--- src/rtl/ram_sched_if.sv ---
// Bundle between ram_sched and its three requesters plus the single 8-bit RAM port.
// slave is the scheduler side; master is the requester/RAM side.
interface ram_sched_if #(
   parameter int unsigned ADDR_W = 32
);
   logic              if_req;
   logic [ADDR_W-1:0] if_addr;
   logic              if_discard;
   logic              if_ready;
   logic [31:0]       if_data;

   logic              ld_req;
   logic [ADDR_W-1:0] ld_addr;
   logic [2:0]        ld_len;
   logic              ld_signed;
   logic              ld_ready;
   logic [31:0]       ld_data;

   logic              st_req;
   logic [ADDR_W-1:0] st_addr;
   logic [2:0]        st_len;
   logic [31:0]       st_data;
   logic              st_done;

   logic              busy;
   logic              ram_rw;
   logic [ADDR_W-1:0] ram_addr;
   logic [7:0]        ram_w_data;
   logic [7:0]        ram_r_data;

   modport slave (
      input  if_req, if_addr, if_discard,
      output if_ready, if_data,
      input  ld_req, ld_addr, ld_len, ld_signed,
      output ld_ready, ld_data,
      input  st_req, st_addr, st_len, st_data,
      output st_done,
      output busy, ram_rw, ram_addr, ram_w_data,
      input  ram_r_data
   );

   modport master (
      output if_req, if_addr, if_discard,
      input  if_ready, if_data,
      output ld_req, ld_addr, ld_len, ld_signed,
      input  ld_ready, ld_data,
      output st_req, st_addr, st_len, st_data,
      input  st_done,
      input  busy, ram_rw, ram_addr, ram_w_data,
      output ram_r_data
   );
endinterface

--- src/rtl/ram_sched.sv ---
// Byte-serial scheduler sharing one 8-bit RAM port between fetch, load and store.
// Fixed priority ld > if > st, with a store override once it has lost STARVE_LIMIT times.
module ram_sched #(
   parameter int unsigned ADDR_W       = 32,
   parameter int unsigned STARVE_LIMIT = 4
) (
   input logic        clock,
   input logic        reset,
   ram_sched_if.slave bus
);

   typedef enum logic [1:0] {StIdle, StLoad, StFetch, StStore} state_e;

   function automatic logic [2:0] eff_len(input logic [2:0] len);
      return (len == 3'd1 || len == 3'd2) ? len : 3'd4;
   endfunction

   state_e            state_q, state_d;
   logic [2:0]        cnt_q, cnt_d, len_q, len_d;
   logic [3:0]        starve_q, starve_d;
   logic [ADDR_W-1:0] base_q, base_d;
   logic              sgn_q, sgn_d;
   logic [31:0]       wdata_q, wdata_d, buf_q, buf_d;
   logic [31:0]       if_data_q, if_data_d, ld_data_q, ld_data_d;
   logic              if_ready_q, if_ready_d, ld_ready_q, ld_ready_d, st_done_q, st_done_d;

   logic              ld_ok, if_ok, st_ok, st_first, gnt_ld, gnt_if, gnt_st;
   logic              rw_c;
   logic [ADDR_W-1:0] addr_c;
   logic [7:0]        wbyte_c;
   logic [1:0]        rd_idx;
   logic [2:0]        st_len_eff;

   // A requester whose pulse is high still holds its request; it must not win again.
   assign ld_ok      = bus.ld_req & ~ld_ready_q;
   assign if_ok      = bus.if_req & ~bus.if_discard & ~if_ready_q;
   assign st_ok      = bus.st_req & ~st_done_q;
   assign st_first   = st_ok & (starve_q >= 4'(STARVE_LIMIT));
   assign gnt_st     = st_first | (st_ok & ~ld_ok & ~if_ok);
   assign gnt_ld     = ld_ok & ~st_first;
   assign gnt_if     = if_ok & ~ld_ok & ~st_first;
   assign rd_idx     = 2'(cnt_q - 3'd1);
   assign st_len_eff = eff_len(bus.st_len);

   always_comb begin
      state_d    = state_q;
      cnt_d      = cnt_q;
      len_d      = len_q;
      starve_d   = starve_q;
      base_d     = base_q;
      sgn_d      = sgn_q;
      wdata_d    = wdata_q;
      buf_d      = buf_q;
      if_data_d  = if_data_q;
      ld_data_d  = ld_data_q;
      if_ready_d = 1'b0;
      ld_ready_d = 1'b0;
      st_done_d  = 1'b0;
      rw_c       = 1'b0;
      addr_c     = '0;
      wbyte_c    = '0;
      unique case (state_q)
         StIdle: begin
            if (gnt_st) begin
               starve_d = '0;
            end else if (st_ok && (gnt_ld || gnt_if) && starve_q != 4'hF) begin
               starve_d = starve_q + 4'd1;
            end
            if (gnt_ld) begin
               addr_c  = bus.ld_addr;
               base_d  = bus.ld_addr;
               len_d   = eff_len(bus.ld_len);
               sgn_d   = bus.ld_signed;
               buf_d   = '0;
               cnt_d   = 3'd1;
               state_d = StLoad;
            end else if (gnt_if) begin
               addr_c  = bus.if_addr;
               base_d  = bus.if_addr;
               len_d   = 3'd4;
               buf_d   = '0;
               cnt_d   = 3'd1;
               state_d = StFetch;
            end else if (gnt_st) begin
               rw_c    = 1'b1;
               addr_c  = bus.st_addr;
               wbyte_c = bus.st_data[7:0];
               base_d  = bus.st_addr;
               len_d   = st_len_eff;
               wdata_d = bus.st_data;
               cnt_d   = 3'd1;
               if (st_len_eff == 3'd1) st_done_d = 1'b1;
               else                    state_d   = StStore;
            end
         end
         StLoad, StFetch: begin
            addr_c = base_q + ADDR_W'(cnt_q);
            // ram_r_data now carries byte cnt-1, addressed in the previous cycle.
            buf_d[{rd_idx, 3'b000} +: 8] = bus.ram_r_data;
            if (state_q == StFetch && bus.if_discard) begin
               state_d = StIdle;
            end else if (cnt_q == len_q) begin
               state_d = StIdle;
               if (state_q == StFetch) begin
                  if_ready_d = 1'b1;
                  if_data_d  = buf_d;
               end else begin
                  ld_ready_d = 1'b1;
                  unique case (len_q)
                     3'd1:    ld_data_d = {{24{sgn_q & buf_d[7]}}, buf_d[7:0]};
                     3'd2:    ld_data_d = {{16{sgn_q & buf_d[15]}}, buf_d[15:0]};
                     default: ld_data_d = buf_d;
                  endcase
               end
            end else begin
               cnt_d = cnt_q + 3'd1;
            end
         end
         StStore: begin
            rw_c    = 1'b1;
            addr_c  = base_q + ADDR_W'(cnt_q);
            wbyte_c = wdata_q[{cnt_q[1:0], 3'b000} +: 8];
            if (cnt_q == len_q - 3'd1) begin
               state_d   = StIdle;
               st_done_d = 1'b1;
            end else begin
               cnt_d = cnt_q + 3'd1;
            end
         end
      endcase
   end

   always_ff @(posedge clock) begin
      if (!reset) begin
         state_q    <= StIdle;
         cnt_q      <= '0;
         len_q      <= '0;
         starve_q   <= '0;
         base_q     <= '0;
         sgn_q      <= 1'b0;
         wdata_q    <= '0;
         buf_q      <= '0;
         if_data_q  <= '0;
         ld_data_q  <= '0;
         if_ready_q <= 1'b0;
         ld_ready_q <= 1'b0;
         st_done_q  <= 1'b0;
      end else begin
         state_q    <= state_d;
         cnt_q      <= cnt_d;
         len_q      <= len_d;
         starve_q   <= starve_d;
         base_q     <= base_d;
         sgn_q      <= sgn_d;
         wdata_q    <= wdata_d;
         buf_q      <= buf_d;
         if_data_q  <= if_data_d;
         ld_data_q  <= ld_data_d;
         if_ready_q <= if_ready_d;
         ld_ready_q <= ld_ready_d;
         st_done_q  <= st_done_d;
      end
   end

   assign bus.if_ready   = if_ready_q;
   assign bus.if_data    = if_data_q;
   assign bus.ld_ready   = ld_ready_q;
   assign bus.ld_data    = ld_data_q;
   assign bus.st_done    = st_done_q;
   assign bus.busy       = (state_q != StIdle);
   assign bus.ram_rw     = rw_c & reset;
   assign bus.ram_addr   = addr_c;
   assign bus.ram_w_data = wbyte_c;

endmodule

--- src/flat_wrapper.sv ---
// flat-port wrapper written by rule: the top's interface ports become plain ports
module ram_sched_flat 
#(
   parameter int unsigned ADDR_W       = 32,
   parameter int unsigned STARVE_LIMIT = 4
)
  (clock, reset, bus_if_req, bus_if_addr, bus_if_discard, bus_if_ready, bus_if_data, bus_ld_req, bus_ld_addr, bus_ld_len, bus_ld_signed, bus_ld_ready, bus_ld_data, bus_st_req, bus_st_addr, bus_st_len, bus_st_data, bus_st_done, bus_busy, bus_ram_rw, bus_ram_addr, bus_ram_w_data, bus_ram_r_data);
  ram_sched_if #(.ADDR_W(ADDR_W)) bus_i ();
  input logic clock;
  input logic reset;
  input wire logic [$bits(bus_i.if_req)-1:0] bus_if_req;
  input wire logic [$bits(bus_i.if_addr)-1:0] bus_if_addr;
  input wire logic [$bits(bus_i.if_discard)-1:0] bus_if_discard;
  output wire logic [$bits(bus_i.if_ready)-1:0] bus_if_ready;
  output wire logic [$bits(bus_i.if_data)-1:0] bus_if_data;
  input wire logic [$bits(bus_i.ld_req)-1:0] bus_ld_req;
  input wire logic [$bits(bus_i.ld_addr)-1:0] bus_ld_addr;
  input wire logic [$bits(bus_i.ld_len)-1:0] bus_ld_len;
  input wire logic [$bits(bus_i.ld_signed)-1:0] bus_ld_signed;
  output wire logic [$bits(bus_i.ld_ready)-1:0] bus_ld_ready;
  output wire logic [$bits(bus_i.ld_data)-1:0] bus_ld_data;
  input wire logic [$bits(bus_i.st_req)-1:0] bus_st_req;
  input wire logic [$bits(bus_i.st_addr)-1:0] bus_st_addr;
  input wire logic [$bits(bus_i.st_len)-1:0] bus_st_len;
  input wire logic [$bits(bus_i.st_data)-1:0] bus_st_data;
  output wire logic [$bits(bus_i.st_done)-1:0] bus_st_done;
  output wire logic [$bits(bus_i.busy)-1:0] bus_busy;
  output wire logic [$bits(bus_i.ram_rw)-1:0] bus_ram_rw;
  output wire logic [$bits(bus_i.ram_addr)-1:0] bus_ram_addr;
  output wire logic [$bits(bus_i.ram_w_data)-1:0] bus_ram_w_data;
  input wire logic [$bits(bus_i.ram_r_data)-1:0] bus_ram_r_data;
  assign bus_i.if_req = bus_if_req;
  assign bus_i.if_addr = bus_if_addr;
  assign bus_i.if_discard = bus_if_discard;
  assign bus_if_ready = bus_i.if_ready;
  assign bus_if_data = bus_i.if_data;
  assign bus_i.ld_req = bus_ld_req;
  assign bus_i.ld_addr = bus_ld_addr;
  assign bus_i.ld_len = bus_ld_len;
  assign bus_i.ld_signed = bus_ld_signed;
  assign bus_ld_ready = bus_i.ld_ready;
  assign bus_ld_data = bus_i.ld_data;
  assign bus_i.st_req = bus_st_req;
  assign bus_i.st_addr = bus_st_addr;
  assign bus_i.st_len = bus_st_len;
  assign bus_i.st_data = bus_st_data;
  assign bus_st_done = bus_i.st_done;
  assign bus_busy = bus_i.busy;
  assign bus_ram_rw = bus_i.ram_rw;
  assign bus_ram_addr = bus_i.ram_addr;
  assign bus_ram_w_data = bus_i.ram_w_data;
  assign bus_i.ram_r_data = bus_ram_r_data;
  ram_sched #(.ADDR_W(ADDR_W), .STARVE_LIMIT(STARVE_LIMIT)) u_core (.clock(clock), .reset(reset), .bus(bus_i));
endmodule
--- config.mk ---
export PLATFORM = sky130hd
export DESIGN_NAME = ram_sched_flat
export DESIGN_NICKNAME = d
export VERILOG_FILES = /design/src/rtl/ram_sched_if.sv /design/src/rtl/ram_sched.sv /design/src/flat_wrapper.sv
export SDC_FILE = /design/constraint.sdc
export NUM_CORES = 1
export LEC_CHECK = 0
export BUFFER_PORTS_ARGS = -buffer_cell sky130_fd_sc_hd__buf_2
export CELL_PAD_IN_SITES_DETAIL_PLACEMENT = 1
export CELL_PAD_IN_SITES_GLOBAL_PLACEMENT = 2
export CORE_ASPECT_RATIO = 1.25
export CORE_MARGIN = 2
export CORE_UTILIZATION = 32
export DETAILED_ROUTE_END_ITERATION = 8
export MAX_ROUTING_LAYER = met4
export PLACE_DENSITY_LB_ADDON = 0.1
export SYNTH_ARGS = -nofsm -noshare
export SYNTH_HDL_FRONTEND = slang
export SYNTH_SLANG_ARGS = --single-unit
export TNS_END_PERCENT = 10
--- constraint.sdc ---
create_clock -name clock -period 7.3 [get_ports clock]
set_input_delay 0.365 -clock clock [delete_from_list [all_inputs] [get_ports clock]]
set_output_delay 0.365 -clock clock [all_outputs]
set_load 0.02 [all_outputs]
==> results of run 1 <==
==> critical path, delay by kind of cell, from the launching register on <==
family	cells	cell delay, ps
AND/OR/NAND/NOR	1	510
AO/OA/AOI/OAI	2	450
flip-flops	1	330
buffers and inverters	4	1710
adder cells (fa/ha/maj)	1	160
==> layout by cell type, fill, tap and decap left out, types with 5 or more instances in the layout <==
cell type / Yosys / final
nor2b_1: 36 / 35
o221a_2: 24 / 24
nor4_1: 5 / 5
nand3_1: 22 / 22
xor2_1: 9 / 9
a21oi_1: 156 / 155
a222oi_1: 9 / 9
a22o_1: 7 / 7
buf_4: 1 / 17
nor3_1: 22 / 22
inv_6: 0 / 6
o2111ai_1: 14 / 14
nor3b_1: 6 / 5
clkbuf_16: 0 / 17
inv_1: 15 / 14
o21ai_1: 11 / 11
xnor2_1: 28 / 28
diode_2: 0 / 6
buf_2: 20 / 257
o21ai_0: 47 / 47
o22ai_1: 5 / 5
nand2_1: 156 / 156
a211oi_1: 60 / 60
a31oi_1: 10 / 10
or3_1: 5 / 5
mux4_2: 8 / 8
nand3b_1: 33 / 33
mux2i_1: 8 / 8
ha_1: 15 / 14
nor2_1: 103 / 103
dfxtp_1: 176 / 176
nand4_1: 7 / 7
==> cell usage after synthesis, types with 8 or more instances <==
master / instances
xnor2_1: 28
inv_1: 15
mux2i_1: 8
mux4_2: 8
a31oi_1: 10
nor2_1: 103
dfxtp_1: 176
clkbuf_1: 66
xor2_1: 9
a21oi_1: 156
buf_1: 8
o21ai_0: 47
o2111ai_1: 14
a211oi_1: 60
buf_2: 20
nand3b_1: 33
o221a_2: 24
ha_1: 15
nand3_1: 22
nor3_1: 22
nor2b_1: 36
nand2_1: 156
a222oi_1: 9
o21ai_1: 11
==> path summary, 6_finish.rpt <==
| kind | endpoint | slack (ps) | cells past startpoint |
|---|---|---|---|
| setup / recovery | bus_ram_addr[27] | 3340 | 8 |
| hold / removal | u_core.wdata_q[18] | 160 | 3 |
| setup reg to reg | u_core.bus.ld_data[23] | 3740 | 8 |
| hold reg to reg | u_core.buf_q[14] | 450 | 2 |
==> cell type report <==
type | count | area [um2]
clock buffers | 19 | 453
diodes | 6 | 15.0
multi-input cells | 859 | 5270
well taps | 355 | 444
flip-flops and latches | 176 | 3520
inverters | 16 | 62.6
fillers | 3498 | 17100
repair buffers | 274 | 1410
clock inverters | 13 | 168
==> stage by stage <==
step | worst slack (ps) | hold WS (ps) | total power [uW] | cell area (um2)
floorplan | 4480 | 427 | 2680 | 9270
global placement | 3770 | 433 | 3340 | 10700
detailed placement | 3680 | 441 | 3360 | 10700
CTS | 3310 | 137 | 4350 | 11300
global route | 3050 | 149 | 4580 | 11300
finish | 3340 | 157 | 4300 | 11300
==> state kept, by name, summed over array words and instances (netlist names), 2 cells and up <==
signal	count
u_core.len_q	3
u_core.cnt_q	3
u_core.bus.ld_data	32
u_core.buf_q	32
u_core.base_q	32
u_core.starve_q	4
u_core.state_q	2
u_core.wdata_q	32
u_core.bus.if_data	32
==> kinds of logic (layout without fill, tap and decap cells) <==
| logic type | Yosys count | in the layout | synth area share (%) |
|---|---|---|---|
| AND/OR/NAND/NOR | 424 | 424 | 22.4 |
| AO/OA/AOI/OAI | 365 | 365 | 25.4 |
| flip-flops | 176 | 176 | 38.0 |
| buffers and inverters | 115 | 322 | 5.35 |
| XOR/XNOR | 38 | 38 | 3.74 |
| adder cells (fa/ha/maj) | 16 | 16 | 2.24 |
| multiplexers | 16 | 16 | 2.81 |
| other | 0 | 6 | 0 |
==> per-layer routing <==
metal / vias to the layer above / routed length, um / global-route usage [%]
met4: 0 / 926 / 8.63
met3: 42 / 1160 / 2.79
met5: - / 0 / -
met1: 4500 / 15500 / 29.3
met2: 235 / 17700 / 39.9
li1: 4538 / - / -
==> report_power, final <==
group | total, uW | switching [uW] | internal, uW
clock | 979 | 440 | 539
combinational | 1970 | 1330 | 640
sequential | 1350 | 189 | 1160
==> summary.txt, run 1 <==
Cells and area
  • Final nets: 1509
  • Layout area overhead: 22.5%
  • Layout cells sized above 1: 26.5%
  • Final design utilization: 39.8%
  • Fin cells: 1718

Timing
  • Period utilisation layout: 54.2%
  • Max Slew Vio Count: 0
  • Max-slew headroom: 17.9%
  • Minimum clock period: 3960 ps
  • Fmax: 253 MHz
  • Least-Margin Pin Slew: 1230 ps
  • Endpoints failing setup: 0
  • Setup TNS after final layout: 0 ps
  • Clock Skews: 12.0 ps
  • RSZ-0062 raised after global routing: false
  • Fin. Hold Viols: 0

Place
  • Placed cells: 1680
  • DP HPWL: 25500 um
  • IO buf count: 257
  • GP Congestion: 0.822

Global route
  • GRT Total Usage: 23.8%
  • Vias in the first global route: 9497
  • Antenna violations before repair: 6
  • First-pass GRT wire length: 54400 um
  • Pin count of the biggest net entering global routing: 75
  • Grt ovf: 0

Clock tree
  • Cts repair resizes: 0
  • Post-CTS setup buffers: 0
  • Worst skew pair latency: 440 ps
  • Clock slew at reported path FFs: 80 ps
  • TritonCTS clock tree: built
  • CTS Sinks: 176
  • Cts bufs inserted: 17
  • CTS Hold Bufs: 0
  • Max clock buf depth: 2
  • CTS H-tree depth: 4
  • CTS root buf: clkbuf_16

Yosys
  • Sequential share of the synthesized area: 38.0%
  • Synth Warn #: 0
  • Area contributors post-synth: dfxtp_1, a21oi_1, nand2_1
  • Mean post-synth cell area: 8.06 um2
  • Ys async rst share: 0%
  • Top_reg_cell synth: dfxtp_1
  • Yosys top cell by area: dfxtp_1
  • Cell area after synthesis: 9270 um2
  • EDFF count, synth: 0
  • Post-synth top area share: 38.0%
  • Post-synth cell types: 65
  • Seq cells post-synth: 176
  • Post-Syn Nets: 1315
  • Gate Count Post-Synth: 1150

Worst setup path
  • Worst path cell trace: inv_1, ha_2, buf_4, clkinv_1, nor2_1, a41oi_1, o21ai_1, buf_2
  • CP required: 6930 ps
  • Crit-path slowest cell: clkinv_1
  • Reg2reg start: u_core.cnt_q[1]
  • CP endpoint kind: output port
  • Crit Path Class: reg2out
  • Crit path from: u_core.state_q[0]
  • Slowest stage delay, CP: 870 ps
  • Critical Path AT: 3590 ps
  • Type of origin of the critical path: flop
  • CP max FO: 62

Route
  • Post-Route WL: 35200 um
  • Vias per std cell: 5.42
  • DRC violations left: 0
  • DR vias: 9315
  • Initial DRT Pass Iterations: 4
  • WL/cell: 20.5 um
  • Iter 0 DRT Violations: 482
  • ANT nets after route: 0

Die
  • Die W: 156 um
  • Die area: 30300 um2
  • Ports: 258
  • DIE HEIGHT: 194 um
  • Core area: 28500 um2
  • # rows: 69
  • Initial core utilization: 32.5%

Pwr
  • Maximum VDD drop: 0.205 mV
  • P per Cell Area: 379 nW/um2
  • Leak Pwr: 0.00445 uW

Run
  • Max_cap viols: 0

Outcome
  • Run status: finished, final reports clean

Min path
  • Hold_sp: bus_st_data[18]
  • Worst Hold Class: in2reg
Power figures use the tool's default switching activity.
==> run 2: changes to the inputs <==
Settings changed: CORE_UTILIZATION 32 to 27.
Clock period 7.3 ns to 3.21 ns, I/O delays scaled along.
==> run 2 against run 1 <==
  * Non-clock buffer count is 58 higher
  * Flip-flop and latch count stayed put
  * Highest routed layer unchanged
  * Die area is 18% higher
  * Clock power is 110% higher
  * Core utilization is 4.4 points lower
  * First-iteration DRC count is 1.0% lower
  * Global-route usage is 2.8 points lower
  * Clock-buffer cell count stayed put
  * Largest power group unchanged
  * Sequential share of layout area is 1.6 points lower
==> summary.txt, run 2 (synthesized netlist as in run 1, its figures left out) <==
Outcome
  • Run status: finished, final reports clean

Min path
  • Hold path depth: 3 (unchanged)
  • Worst Hold Class: in2reg
  • WHS Endpoint: u_core.base_q[22]
  • Hold_sp: bus_st_addr[22]

Timing
  • Max-slew headroom: 42.5% (+25 points)
  • Period utilisation layout: 92.3%
  • Setup TNS after final layout: 0 ps (unchanged)
  • Endpoints failing setup: 0 (unchanged)
  • Clock Skews: 15.2 ps (+3.22 ps)
  • Fmax: 337 MHz
  • Hold WS: 24.6 ps (-132 ps)
  • Max Slew Vio Count: 0 (unchanged)
  • Least-Margin Pin Slew: 860 ps (-366 ps)
  • Fin. Hold Viols: 0 (unchanged)
  • Setup ws final: 247 ps (-3100 ps)
  • Minimum clock period: 2960 ps
  • RSZ-0062 raised after global routing: false

Pwr
  • Leak Pwr: 0.00468 uW (+5.3%)
  • P per Cell Area: 822 nW/um2 (+120%)
  • Maximum VDD drop: 0.328 mV (+60%)

Route
  • Initial DRT Pass Iterations: 7 (+3)
  • ANT nets after route: 0 (unchanged)
  • Post-Route WL: 36600 um (+4.1%)
  • Iter 0 DRT Violations: 477 (-1.0%)
  • Vias per std cell: 5.11 (-5.7%)
  • WL/cell: 19.8 um (-3.2%)
  • DR vias: 9443 (+1.4%)
  • DRC violations left: 0 (unchanged)

Cells and area
  • Final-layout fill cell count: 4103 (+17%)
  • Fin cells: 1847 (+7.5%)
  • Multi-input gate area: 5260 um2 (-0.19%)
  • Layout area overhead: 28.9%
  • Commonest non-fill, non-tap cell in the layout: buf_2
  • Register area: 3520 um2 (unchanged)
  • Final nets: 1567 (+3.8%)
  • Layout cells sized above 1: 26.7% (+0.26 points)
  • Most frequent cells in the layout: buf_2, dfxtp_1, nand2_1
  • Design Area, Final: 11900 um2 (+5.3%)

Worst setup path
  • Reg-to-reg endpoint: u_core.bus.ld_data[21]
  • Crit Path Class: reg2out
  • Crit-path slowest cell: fa_1
  • Buf/Inv on CP: 2 (-2)
  • Critical Path AT: 2800 ps (-790 ps)
  • CP max FO: 4 (-94%)
  • Slowest stage delay, CP: 420 ps (-450 ps)
  • FF-to-FF setup slack: 700 ps (-3040 ps)
  • Worst Reg-to-Reg Cells: 8 (unchanged)
  • Type of origin of the critical path: flop
  • CP required: 3050 ps (-3880 ps)
  • Worst path cell trace: ha_1, inv_1, fa_1, and2b_2, o211a_1, nand4_1, xor2_1, o21ai_0, buf_2
  • Top delay family on crit path: adder cells
  • CP endpoint kind: output port
  • Reg2reg start: u_core.cnt_q[0]

Run
  • Max_cap viols: 0 (unchanged)

Global route
  • First-pass GRT wire length: 56400 um (+3.6%)
  • GRT Total Usage: 21.0% (-2.8 points)
  • Grt met1 use: 24.9% (-4.3 points)
  • Grt met2 use: 35.4% (-4.5 points)
  • Grt ovf: 0 (unchanged)
  • GR peak layer: met2
  • Antenna violations before repair: 8 (+2)
  • Vias in the first global route: 9739 (+2.5%)
  • GR Layer Usage met3: 4.46% (+1.7 points)
  • Pin count of the biggest net entering global routing: 73 (-2.7%)

Die
  • Ports: 258 (unchanged)
  • Initial core utilization: 27.5% (-5.0 points)
  • DIE HEIGHT: 211 um (+8.7%)
  • Die W: 170 um (+8.6%)
  • Die area: 35800 um2 (+18%)
  • # rows: 75 (+8.7%)
  • Core area: 33700 um2 (+18%)

Place
  • IO buf count: 257 (unchanged)
  • Worst slack, placed: 681 ps (-3000 ps)
  • DP HPWL: 26800 um (+5.4%)
  • GP Congestion: 0.809 (-1.6%)
  • DP Area: 11000 um2 (+2.7%)
  • Placed cells: 1770 (+5.4%)

Clock tree
  • Worst skew pair latency: 440 ps (about the same)
  • CTS Sinks: 176 (unchanged)
  • CTS root buf: clkbuf_16
  • CTS H-tree depth: 4 (unchanged)
  • TritonCTS clock tree: built
  • Cts bufs inserted: 17 (unchanged)
  • Clock slew at reported path FFs: 80 ps (about the same)
  • Max clock buf depth: 2 (unchanged)
==> run 2: how the worst max path moves through the flow <==
stage | cells after the start | end | start
CTS | 9 | bus_ram_addr[14] | u_core.cnt_q[0]
global placement | 9 | bus_ram_addr[14] | u_core.cnt_q[0]
detailed placement | 8 | u_core.bus.ld_data[21] | u_core.cnt_q[0]
floorplan | 11 | u_core.bus.ld_data[19] | u_core.cnt_q[0]
finish | 9 | bus_ram_addr[14] | u_core.cnt_q[0]
global route | 10 | bus_ram_addr[30] | u_core.cnt_q[0]
==> run 2: timing repair <==
item	in CTS	in global routing
hold buffers	36	0
endpoints found under the hold margin	36	0
buffers inserted	0	0
resized for setup	0	0
==> run 2: layout make-up <==
type / instances / share of cell area (%)
multi-input combinational: 859 / 44.0
tap: 423 / 4.43
clock buffer: 19 / 3.62
sequential: 176 / 29.5
antenna: 9 / 0.189
inverter: 16 / 0.524
clock inverter: 13 / 1.07
timing repair buffer: 332 / 16.7
==> run 2: through the flow <==
step,util (%),total power (uW)
final,35.5,9810
after global routing,35.5,10500
after CTS,35.4,9990
after detailed placement,32.7,7840
after global placement,32.7,7810
after floorplan,-,6090
==> run 2: per-layer routing <==
layer  vias up  wire [um]
li1       4662          -
met1      4538      15900
met2       203      18300
met3        40       1750
met4         0        786
met5         -          0
==> run 2: worst reg2reg max path: cells and delay by family (launching register included) <==
kind	cells	cell delay [ps]
AND/OR/NAND/NOR	1	360
adder cells (fa/ha/maj)	1	370
flip-flops	1	380
buffers and inverters	2	320
AO/OA/AOI/OAI	4	1030
==> run 2: where the power goes <==
group          switching [uW]  total (uW)  internal (uW)
sequential                377        3020           2650
clock                     986        2070           1090
combinational            3120        4720           1600
total                    4480        9810           5330
==> run 3: changes to the inputs <==
Settings changed: REMOVE_ABC_BUFFERS from default to 1.
==> run 3 against run 2 <==
  * Worst hold slack got worse by 17 ps
  * Die area unchanged
  * Combinational power rose by 1%
  * Flip-flop and latch count is the same
  * Non-clock buffer count is the same
  * Sequential share of layout area shrank 0.10 points
  * Core utilization grew 0.13 points
  * Clock power up 9%
  * Clock skew about the same
  * Power increased by 2.5%
  * Global-route usage is 0.77 points higher
  * Design area increased by 0.36%
  * Critical path type unchanged
  * Largest cell class unchanged
  * Largest power group unchanged
==> summary.txt, run 3 (synthesized netlist as in run 1, its figures left out) <==
Place
  • GP Congestion: 0.819 (+1.3%)
  • DP Area: 11000 um2 (+0.16%)
  • DP HPWL: 26900 um (about the same)
  • Worst slack, placed: 467 ps (-215 ps)
  • IO buf count: 257 (unchanged)

Global route
  • Vias in the first global route: 10200 (+5.1%)
  • Antenna violations before repair: 6 (-2)
  • First-pass GRT wire length: 58500 um (+3.7%)
  • Pin count of the biggest net entering global routing: 67 (-8.2%)
  • Grt ovf: 0 (unchanged)
  • GRT Total Usage: 21.7% (+0.77 points)

Clock tree
  • Post-CTS setup buffers: 0 (unchanged)
  • CTS Sinks: 176 (unchanged)
  • Max clock buf depth: 2 (unchanged)
  • Cts bufs inserted: 17 (unchanged)
  • CTS H-tree depth: 4 (unchanged)
  • Clock slew at reported path FFs: 70 ps (about the same)
  • CTS root buf: clkbuf_16
  • TritonCTS clock tree: built
  • Worst skew pair latency: 450 ps (about the same)

Timing
  • RSZ-0062 raised after global routing: false
  • Fmax: 338 MHz (about the same)
  • Fin. Hold Viols: 0 (unchanged)
  • Endpoints failing setup: 0 (unchanged)
  • Max Slew Vio Count: 0 (unchanged)
  • Setup ws final: 247 ps (+0.372 ps)
  • Max-slew headroom: 20.9% (-22 points)
  • Clock Skews: 14.9 ps (-0.316 ps)
  • Period utilisation layout: 92.3% (about the same)
  • Hold WS: 8.07 ps (-16.5 ps)
  • Minimum clock period: 2960 ps (-0.372 ps)
  • Least-Margin Pin Slew: 1180 ps (+317 ps)

Pwr
  • Total Power: 10100 uW (+2.5%)
  • Maximum VDD drop: 0.370 mV (+13%)
  • Leak Pwr: 0.00471 uW (+0.53%)
  • P per Cell Area: 839 nW/um2 (+2.2%)

Run
  • Max_cap viols: 0 (unchanged)

Route
  • WL/cell: 20.3 um (+2.5%)
  • DRC violations left: 0 (unchanged)
  • Iter 0 DRT Violations: 481 (+0.84%)
  • DR vias: 9526 (+0.88%)
  • ANT nets after route: 0 (unchanged)
  • Post-Route WL: 37500 um (+2.3%)
  • Vias per std cell: 5.17 (+1.0%)
  • Initial DRT Pass Iterations: 5 (-2)

Die
  • Die W: 170 um (unchanged)
  • Core area: 33700 um2 (unchanged)
  • # rows: 75 (unchanged)
  • Ports: 258 (unchanged)
  • Die area: 35800 um2 (unchanged)
  • Initial core utilization: 27.5% (unchanged)
  • DIE HEIGHT: 211 um (unchanged)

Worst setup path
  • Slowest stage delay, CP: 530 ps (+110 ps)
  • Worst path cell trace: inv_1, ha_2, clkinv_1, nor2_1, a41oi_1, o21ai_1, buf_2
  • CP endpoint kind: output port
  • Crit Path Class: reg2out
  • Reg-to-reg endpoint: u_core.buf_q[20]
  • FF-to-FF setup slack: 610 ps (-90 ps)
  • Type of origin of the critical path: flop
  • CP max FO: 14 (+10)
  • Critical Path AT: 2800 ps (about the same)
  • Worst Reg-to-Reg Cells: 7 (-1)
  • Reg2reg start: u_core.cnt_q[0]
  • CP required: 3050 ps (about the same)
  • Crit-path slowest cell: clkinv_1

Cells and area
  • Layout cells sized above 1: 27.1% (+0.42 points)
  • Commonest non-fill, non-tap cell in the layout: buf_2
  • Design Area, Final: 12000 um2 (+0.36%)
  • Final nets: 1567 (unchanged)
  • Most frequent cells in the layout: buf_2, dfxtp_1, nand2_1
  • Layout area overhead: 29.4%
  • Final-layout fill cell count: 4130 (+0.66%)

Outcome
  • Run status: finished, final reports clean

Min path
  • Worst Hold Class: in2reg
  • WHS Endpoint: u_core.sgn_q
  • Hold path depth: 3 (unchanged)
  • Hold_sp: bus_ld_signed
## run 3: cell count changes in the layout (fill, tap and decap cells not counted), sizes merged
cell / delta
buf: +3
bufinv: +2
clkbuf: +1
clkinv: -4
clkinvlp: +1
diode: -3
dlygate4sd3: -3
## run 3: layer usage
| metal | up-vias | track usage [%] | wire length [um] |
|---|---|---|---|
| met5 | - | - | 0 |
| met4 | 0 | 5.54 | 537 |
| met3 | 33 | 4.42 | 1890 |
| met2 | 230 | 37.8 | 19000 |
| met1 | 4606 | 25.6 | 16000 |
| li1 | 4657 | - | - |
## run 3: how the worst max path moves through the flow
stage	cells after the start	start	slack, ps	to
2_1_floorplan	5	u_core.state_q[1]	-2490	u_core.bus.if_data[0]
3_3_place_gp	6	u_core.starve_q[3]	460	bus_ram_addr[5]
3_5_place_dp	6	u_core.starve_q[2]	470	bus_ram_addr[5]
4_1_cts	7	u_core.state_q[0]	160	bus_ram_addr[27]
5_1_grt	7	u_core.state_q[0]	100	bus_ram_addr[27]
6_report	7	u_core.state_q[0]	250	bus_ram_addr[27]
## run 3: final cells by class
cell class | instances | area (um2) | share of cell area (%)
inverters | 16 | 62.6 | 0.522
multi-input cells | 859 | 5270 | 44.0
clock inverters | 12 | 173 | 1.44
repair buffers | 332 | 1970 | 16.4
diodes | 6 | 15.0 | 0.125
clock buffers | 20 | 447 | 3.73
flip-flops and latches | 176 | 3520 | 29.4
well taps | 423 | 529 | 4.42
## run 3: metrics by stage
step,util [%],instances,setup TNS [ps]
after floorplan,-,1051,-92930
after global placement,32.7,1773,0
after detailed placement,32.7,1773,0
after CTS,35.5,1838,0
after global routing,35.6,1844,0
final,35.6,1844,0
## run 3: critical path, delay by kind of cell, from the launching register on
| kind | cells | cell delay, ps |
|---|---|---|
| simple gates | 1 | 390 |
| flops | 1 | 330 |
| buf+inv | 3 | 820 |
| fa+ha+maj | 1 | 390 |
| compound gates | 2 | 430 |
## run 3: power by group
part | switching [uW] | internal [uW]
clock network | 987 | 1270
logic | 3170 | 1610
registers | 377 | 2650
total | 4530 | 5530
## run 3: what timing repair did
item | 4_1_cts | 5_1_grt
gates resized for setup | 1 | 0
setup endpoints to repair | 1 | 0
endpoints found under the hold margin | 33 | 0
hold buffers | 33 | 0
